<file path="src/rtl/logicnet_pipe_ctrl.sv">
// Valid-bit controller for a LAYERS-deep registered LUT pipeline feeding a 2-entry result FIFO; latency LAYERS+1.
// m_ready backpressure ripples back through stage_en to s_ready; `define LOGICNET_STALL_CNT_EN adds stall_cnt.
module logicnet_pipe_ctrl #(
   parameter int LAYERS = 4,
   parameter int OUT_W  = 2
) (
   input  logic              clk,
   input  logic              rst_n,
   input  logic              flush,
   input  logic              s_valid,
   output logic              s_ready,
   output logic [LAYERS-1:0] stage_en,
   input  logic [OUT_W-1:0]  dp_out,
   output logic              m_valid,
   input  logic              m_ready,
   output logic [OUT_W-1:0]  m_data,
`ifdef LOGICNET_STALL_CNT_EN
   output logic [15:0]       stall_cnt,
`endif
   output logic [15:0]       out_cnt
);

   logic [LAYERS-1:0] v;
   logic [LAYERS-1:0] free;
   logic [OUT_W-1:0]  fifo_mem [2];
   logic              wr_ptr;
   logic              rd_ptr;
   logic [1:0]        fifo_cnt;
   logic              fifo_full;
   logic              pop;
   logic              push;
   logic              chain_free;

   assign fifo_full = (fifo_cnt == 2'd2);
   assign m_valid   = (fifo_cnt != 2'd0);
   assign m_data    = fifo_mem[rd_ptr];
   assign pop       = m_valid && m_ready;
   assign push      = v[LAYERS-1] && (!fifo_full || pop);

   // free[i] = !v[i] || (v[i] && free[i+1]) reduces to !v[i] || free[i+1]
   always_comb begin
      free       = '0;
      chain_free = !v[LAYERS-1] || push;
      free[LAYERS-1] = chain_free;
      for (int i = LAYERS - 2; i >= 0; i--) begin
         chain_free = !v[i] || chain_free;
         free[i]    = chain_free;
      end
   end

   assign stage_en = free;
   assign s_ready  = free[0] && !flush;

   always_ff @(posedge clk or negedge rst_n) begin
      if (!rst_n) begin
         v <= '0;
      end else if (flush) begin
         v <= '0;
      end else begin
         if (free[0]) v[0] <= s_valid && s_ready;
         for (int i = 1; i < LAYERS; i++) begin
            if (free[i]) v[i] <= v[i-1];
         end
      end
   end

   // A full-FIFO push with pop overwrites the slot being read out this cycle
   always_ff @(posedge clk or negedge rst_n) begin
      if (!rst_n) begin
         fifo_mem[0] <= '0;
         fifo_mem[1] <= '0;
         wr_ptr      <= 1'b0;
         rd_ptr      <= 1'b0;
         fifo_cnt    <= 2'd0;
      end else if (flush) begin
         wr_ptr   <= 1'b0;
         rd_ptr   <= 1'b0;
         fifo_cnt <= 2'd0;
      end else begin
         if (push) begin
            fifo_mem[wr_ptr] <= dp_out;
            wr_ptr           <= !wr_ptr;
         end
         if (pop) rd_ptr <= !rd_ptr;
         fifo_cnt <= fifo_cnt + {1'b0, push} - {1'b0, pop};
      end
   end

   always_ff @(posedge clk or negedge rst_n) begin
      if (!rst_n) begin
         out_cnt <= 16'd0;
      end else if (!flush && pop) begin
         out_cnt <= out_cnt + 16'd1;
      end
   end

`ifdef LOGICNET_STALL_CNT_EN
   always_ff @(posedge clk or negedge rst_n) begin
      if (!rst_n) begin
         stall_cnt <= 16'd0;
      end else if (flush) begin
         stall_cnt <= 16'd0;
      end else if (m_valid && !m_ready && stall_cnt != 16'hFFFF) begin
         stall_cnt <= stall_cnt + 16'd1;
      end
   end
`endif

endmodule

</file>
<file path="config.mk">
export PLATFORM = sky130hd
export DESIGN_NAME = logicnet_pipe_ctrl
export DESIGN_NICKNAME = d
export VERILOG_FILES = /design/src/rtl/logicnet_pipe_ctrl.sv
export SDC_FILE = /design/constraint.sdc
export NUM_CORES = 1
export LEC_CHECK = 0
export ABC_AREA = 1
export BUFFER_PORTS_ARGS = -buffer_cell sky130_fd_sc_hd__buf_2
export CAP_MARGIN = 25
export CORE_MARGIN = 5
export CORE_UTILIZATION = 35
export CTS_CLUSTER_DIAMETER = 150
export DETAILED_ROUTE_END_ITERATION = 10
export PLACE_DENSITY = 0.62
export REMOVE_ABC_BUFFERS = 1
export SLEW_MARGIN = 40
export SYNTH_ARGS = -nofsm -noshare
export SYNTH_HDL_FRONTEND = slang
export SYNTH_SLANG_ARGS = --single-unit
</file>
<file path="constraint.sdc">
create_clock -name clk -period 1.3 [get_ports clk]
set_input_delay 0.195 -clock clk [delete_from_list [all_inputs] [get_ports clk]]
set_output_delay 0.195 -clock clk [all_outputs]
set_load 0.02 [all_outputs]
</file>
### Yosys cells after proc, flatten, opt, wreduce, memory -nomap -nowiden

Index checks and enable logic that the tools add are counted.

| storage, ports and cells | value |
|---|---|
| bits in registers | 28 |
| bits of input ports | 7 |

| operators by class | value |
|---|---|
| $add $sub $neg | 3 |
| reduce and logical (&&, ||, !) cells | 27 |
| order comparisons | 3 |
| mux-type cells | 16 |
| bitwise gates (word level) | 3 |
| equal/unequal tests | 1 |

Operator list:

| kind | count |
|---|---|
| $add 16x1->16 const B | 1 |
| $reduce_bool 2->1 | 7 |
| $mux 2 | 5 |
| $logic_not 1->1 | 8 |
| $mux 1 | 8 |
| $logic_and 1x1->1 | 6 |
| $logic_or 1x1->1 | 5 |
| $bwmux 4 | 1 |
| $ge 2x2->1 const B | 2 |
| $mux 4 | 1 |
| $not 1->2 | 2 |
| $add 2x1->2 | 1 |
| $demux 2 s1 | 1 |
| $eq 2x2->1 const B | 1 |
| $lt 2x1->1 const B | 1 |
| $reduce_and 2->1 | 1 |
| $sub 2x1->2 | 1 |
| $not 1->1 | 1 |

### Depth between registers and ports, before layout

| logic depth | value |
|---|---|
| depth after elaboration | 12 |
| mapped depth | 9 |
| depth with buffers taken out | 9 |

### Worst setup path after synthesis

OpenSTA, ideal clock, no wires.

| timing path | value |
|---|---|
| kind | reg2reg |
| start | register fifo_cnt[0] |
| end | register fifo_cnt[1] |
| arrival time | 1.344 ns |
| setup slack | -0.162 ns |
| library setup time | 0.118 ns |
| stages on the path, launching flop included | 10 |
| buffers on the path | 0 |
| cells stage by stage | dfrtp_1 inv_2 nand2_4 nand2_2 inv_1 ha_1 inv_1 ha_1 xor2_1 nor2_1 |

| on the way | value |
|---|---|
| word-level cells in the longest chain between the ends | 7 |
| elaborated cells on any way between the ends | 9 |
| classes of those cells | add/sub: 2; eq/ne: 1; mux: 1; reduce/logical: 5 |

Ends and longest elaborated chain:

| item | line | RTL |
|---|---|---|
| from (decl) | 28 | `logic [1:0] fifo_cnt;` |
| from (signal assigned) | 85 | `fifo_cnt <= fifo_cnt + {1'b0, push} - {1'b0, pop};` |
| $reduce_bool 2->1 (*) | 35 | `assign m_valid = (fifo_cnt != 2'd0);` |
| named net m_valid | 14 | `output logic m_valid,` |
| $logic_and 1x1->1 (*) | 37 | `assign pop = m_valid && m_ready;` |
| $logic_or 1x1->1 | 38 | `assign push = v[LAYERS-1] && (!fifo_full \|\| pop);` |
| $logic_and 1x1->1 | 38 |  |
| $add 2x1->2 | 85 |  |
| $sub 2x1->2 (*) | 85 |  |
| $mux 2 (*) | 75 | `end else if (flush) begin` |

The timed path passes the listed nets; every way through them passes the cells marked *.
A chain may end at the register's enable or synchronous reset.

### Final worst setup path

| timing path | value |
|---|---|
| start | register fifo_cnt[1] |
| end | register fifo_cnt[1] |

| on the way | value |
|---|---|
| word-level cells in the longest chain between the ends | 7 |
| elaborated cells on any way between the ends | 9 |
| classes of those cells | add/sub: 2; eq/ne: 1; mux: 1; reduce/logical: 5 |

Ends and longest elaborated chain:

| item | line |
|---|---|
| $eq 2x2->1 or $reduce_bool 2->1 (tied branches) | 34, 35 |
| $logic_not 1->1 or $logic_and 1x1->1 (tied branches) | 38, 37 |
| $logic_or 1x1->1 | 38 |
| $logic_and 1x1->1 | 38 |
| $add 2x1->2 | 85 |
| $sub 2x1->2 (*) | 85 |
| $mux 2 (*) | 75 |

Every way passes the cells marked *; elsewhere a longest branch is shown, timed or not.

==> impl_metrics.tcl <==
set metrics [dict create \
    setup-violations-final 17 \
    regToRegStartpoint "fifo_cnt[1]$_DFF_PN0_" \
    track_usage 0.125 \
    synth_cell_types 26 \
    yosysWarnings 0 \
    hold_path_depth 3 \
    syn-cell-area_um2 1500 \
    finalHoldViolCount 0 \
    tritoncts "built" \
    min_path_type "input port to flip-flop" \
    crit_path_start "fifo_cnt[1]$_DFF_PN0_" \
    fin_hold_ws_ps 146 \
    timing.final.crit_share 1.17 \
    drt_pre_antenna_iters 4 \
    cap_violations 0 \
    rsz0062_at_grt "yes" \
    post-route-util 0.506 \
    final-seq-area_um2 701 \
    p_leak_nw 1.07 \
    cp_slowest_cell "dfrtp_1" \
    endpoint_kind "flip-flop" \
    violations "setup timing" \
    rows 23 \
    min_to "v[0]$_DFFE_PN0P_" \
    r2r_slack_ps -220 \
    ios 31 \
    drtAntennaViolNets 0 \
    max_stage_delay_ps 400 \
    grt_pass1_vias 1228 \
    power.total_mw 2.43 \
    fin_cells 283 \
    ir_worst_vdd_uv 723 \
    grt_max_degree 29 \
    status "finished, violations left" \
    antenna_found_initial 0 \
    dieWidth_um 75.4 \
    drv_slew 0 \
    h-tree-depth 1 \
    wl_um 3190 \
    slew_headroom 0.754 \
    timing.fmax_mhz 657 \
    clockBufferDepth 2 \
    path_class "flip-flop to flip-flop" \
    finClkSkew_ps 3.27 \
    clock_sinks 28 \
    hpwl_um 2320 \
    initial_core_util 0.367 \
    crit_chain "inv_2 > buf_6 > nand2_4 > nand2_2 > inv_2 > ha_4 > inv_4 > ha_4 > xor2_1 > nor2_1" \
    wl_per_cell_um 11.3 \
    crit_required_ps 1510 \
    remaining_drc_errors 0 \
    synthToLayoutAreaGrowth_pct 38.1 \
    drive_above_1_share 0.408 \
    core_area_um2 4090 \
    netlist_instances 181 \
    nets 244 \
    synth_area_per_cell_um2 8.28 \
    die_area_um2 5690 \
    via_per_inst 4.53 \
    start_kind "flip-flop" \
    ys_seq_area_frac 0.467 \
    root_buffer "clkbuf_8" \
    crit_fanout 2 \
    worst_r2r_path_depth 10 \
    fin_ws_ps -222 \
    clk_latency_ps 280 \
    numCtsBuffers 3 \
    min_period_ps 1520 \
    crit_family "flip-flops" \
    place_ws_ps -150 \
    synth_seq_cells 28 \
    clk_pin_slew_ps 90 \
    grt_pass1_wl_um 5460 \
    num_vias 1281 \
    gp_congestion 0.764 \
    portBuffers 30 \
    antenna_cells 0 \
    critPathArrivalTime_ps 1730 \
    r2r_end "fifo_cnt[1]$_DFF_PN0_" \
    die_h_um 75.4 \
    drt_iter0_drc 46 \
    n_fill_cell 410 \
    dp.cells 271 \
    multi_input_area_um2 786 \
    grt_overflow 0 \
    power_density_nw_per_um2 1170 \
    tightestPinTransition_ps 369 \
    hp-start "s_valid" \
    critical_path_buf_inv_count 4 \
]
cell usage after synthesis (all sizes together):
library cell,count,share of area
a21oi,2,0.0067
nand3,10,0.042
xor2,8,0.047
nand4,3,0.017
nand3b,1,0.0050
clkinv,1,0.0058
dfrtp,28,0.47
buf,2,0.013
nor3,2,0.014
nand2,62,0.17
o21ai,9,0.030
xnor2,3,0.018
ha,3,0.025
inv,24,0.060
nor2,23,0.082
kinds of logic after synthesis:
family / synth area share
AO/OA/AOI/OAI: 0.0367
flip-flops: 0.467
adder cells (fa/ha/maj): 0.0250
buffers and inverters: 0.0785
AND/OR/NAND/NOR: 0.328
XOR/XNOR: 0.0643
state kept, by name (all words and copies together), names as in the netlist:
signal,flops
out_cnt,16
fifo_mem,4
v,4
fifo_cnt,2
rd_ptr,1
wr_ptr,1
per-stage QoR:
stage | setup TNS, ps | area [um2]
after floorplan | -542 | 1480
after global placement | -163 | 1780
after detailed placement | -291 | 1780
after CTS | -1700 | 1940
after global routing | -4000 | 2070
final | -1620 | 2070
placed cells by master (no fill, tap or decap), types with 7 or more instances in the layout:
master and n:
nand2_1 49, dfrtp_1 28, buf_2 25, inv_1 14
nor2_1 13, buf_6 13, nand2_2 11, buf_4 11
inv_2 9, xor2_1 8, nand3_1 7
area by class of cell:
class                           count  area share
Inverter                           25      0.0490
Clock buffer                        4      0.0266
Timing Repair Buffer               50       0.176
Tap cell                           50      0.0302
Sequential cell                    28       0.339
Multi-Input combinational cell    126       0.380
layer usage:
layer / routed length (um) / global-route usage / vias to the layer above / part of all wire
met4: 40 / 0.0369 / 0 / 0.013
met2: 1600 / 0.204 / 20 / 0.50
li1: - / - / 661 / -
met3: 133 / 0.0303 / 5 / 0.042
met1: 1420 / 0.164 / 595 / 0.44
met5: 0 / 0 / - / 0
worst max path at each step:
stage	end	slack, ps	depth (start not counted)
final	fifo_cnt[1]$_DFF_PN0_	-220	10
after global routing	fifo_cnt[1]$_DFF_PN0_	-330	10
after CTS	s_ready	-240	8
after detailed placement	fifo_cnt[1]$_DFF_PN0_	-150	9
after global placement	fifo_cnt[1]$_DFF_PN0_	-90	9
after floorplan	s_ready	-170	7
worst reg2reg max path, delay by kind of cell, from the launching register on:
kind,cells,cell delay (ps)
buffers and inverters,4,290
adders and majority gates,2,400
DFF,1,400
and+or+nand+nor,3,220
xor gates and xnor gates,1,150
where the power goes:
group          switching, mW  internal, mW  leakage [nW]
registers             0.0931         0.960         0.363
logic                  0.455         0.382         0.682
clock network          0.269         0.271        0.0288
total                  0.817          1.61          1.07
repair_timing:
| action | CTS | global route |
|---|---|---|
| hold buffers | 1 | 0 |
| pin swaps | 5 | 12 |
| hold endpoints to repair | 28 | 0 |
| setup buffers | 4 | 3 |
| resized for setup | 18 | 32 |
| setup endpoints to repair | 8 | 29 |
| gates cloned | 0 | 0 |
(Power assumes the default switching activity.)
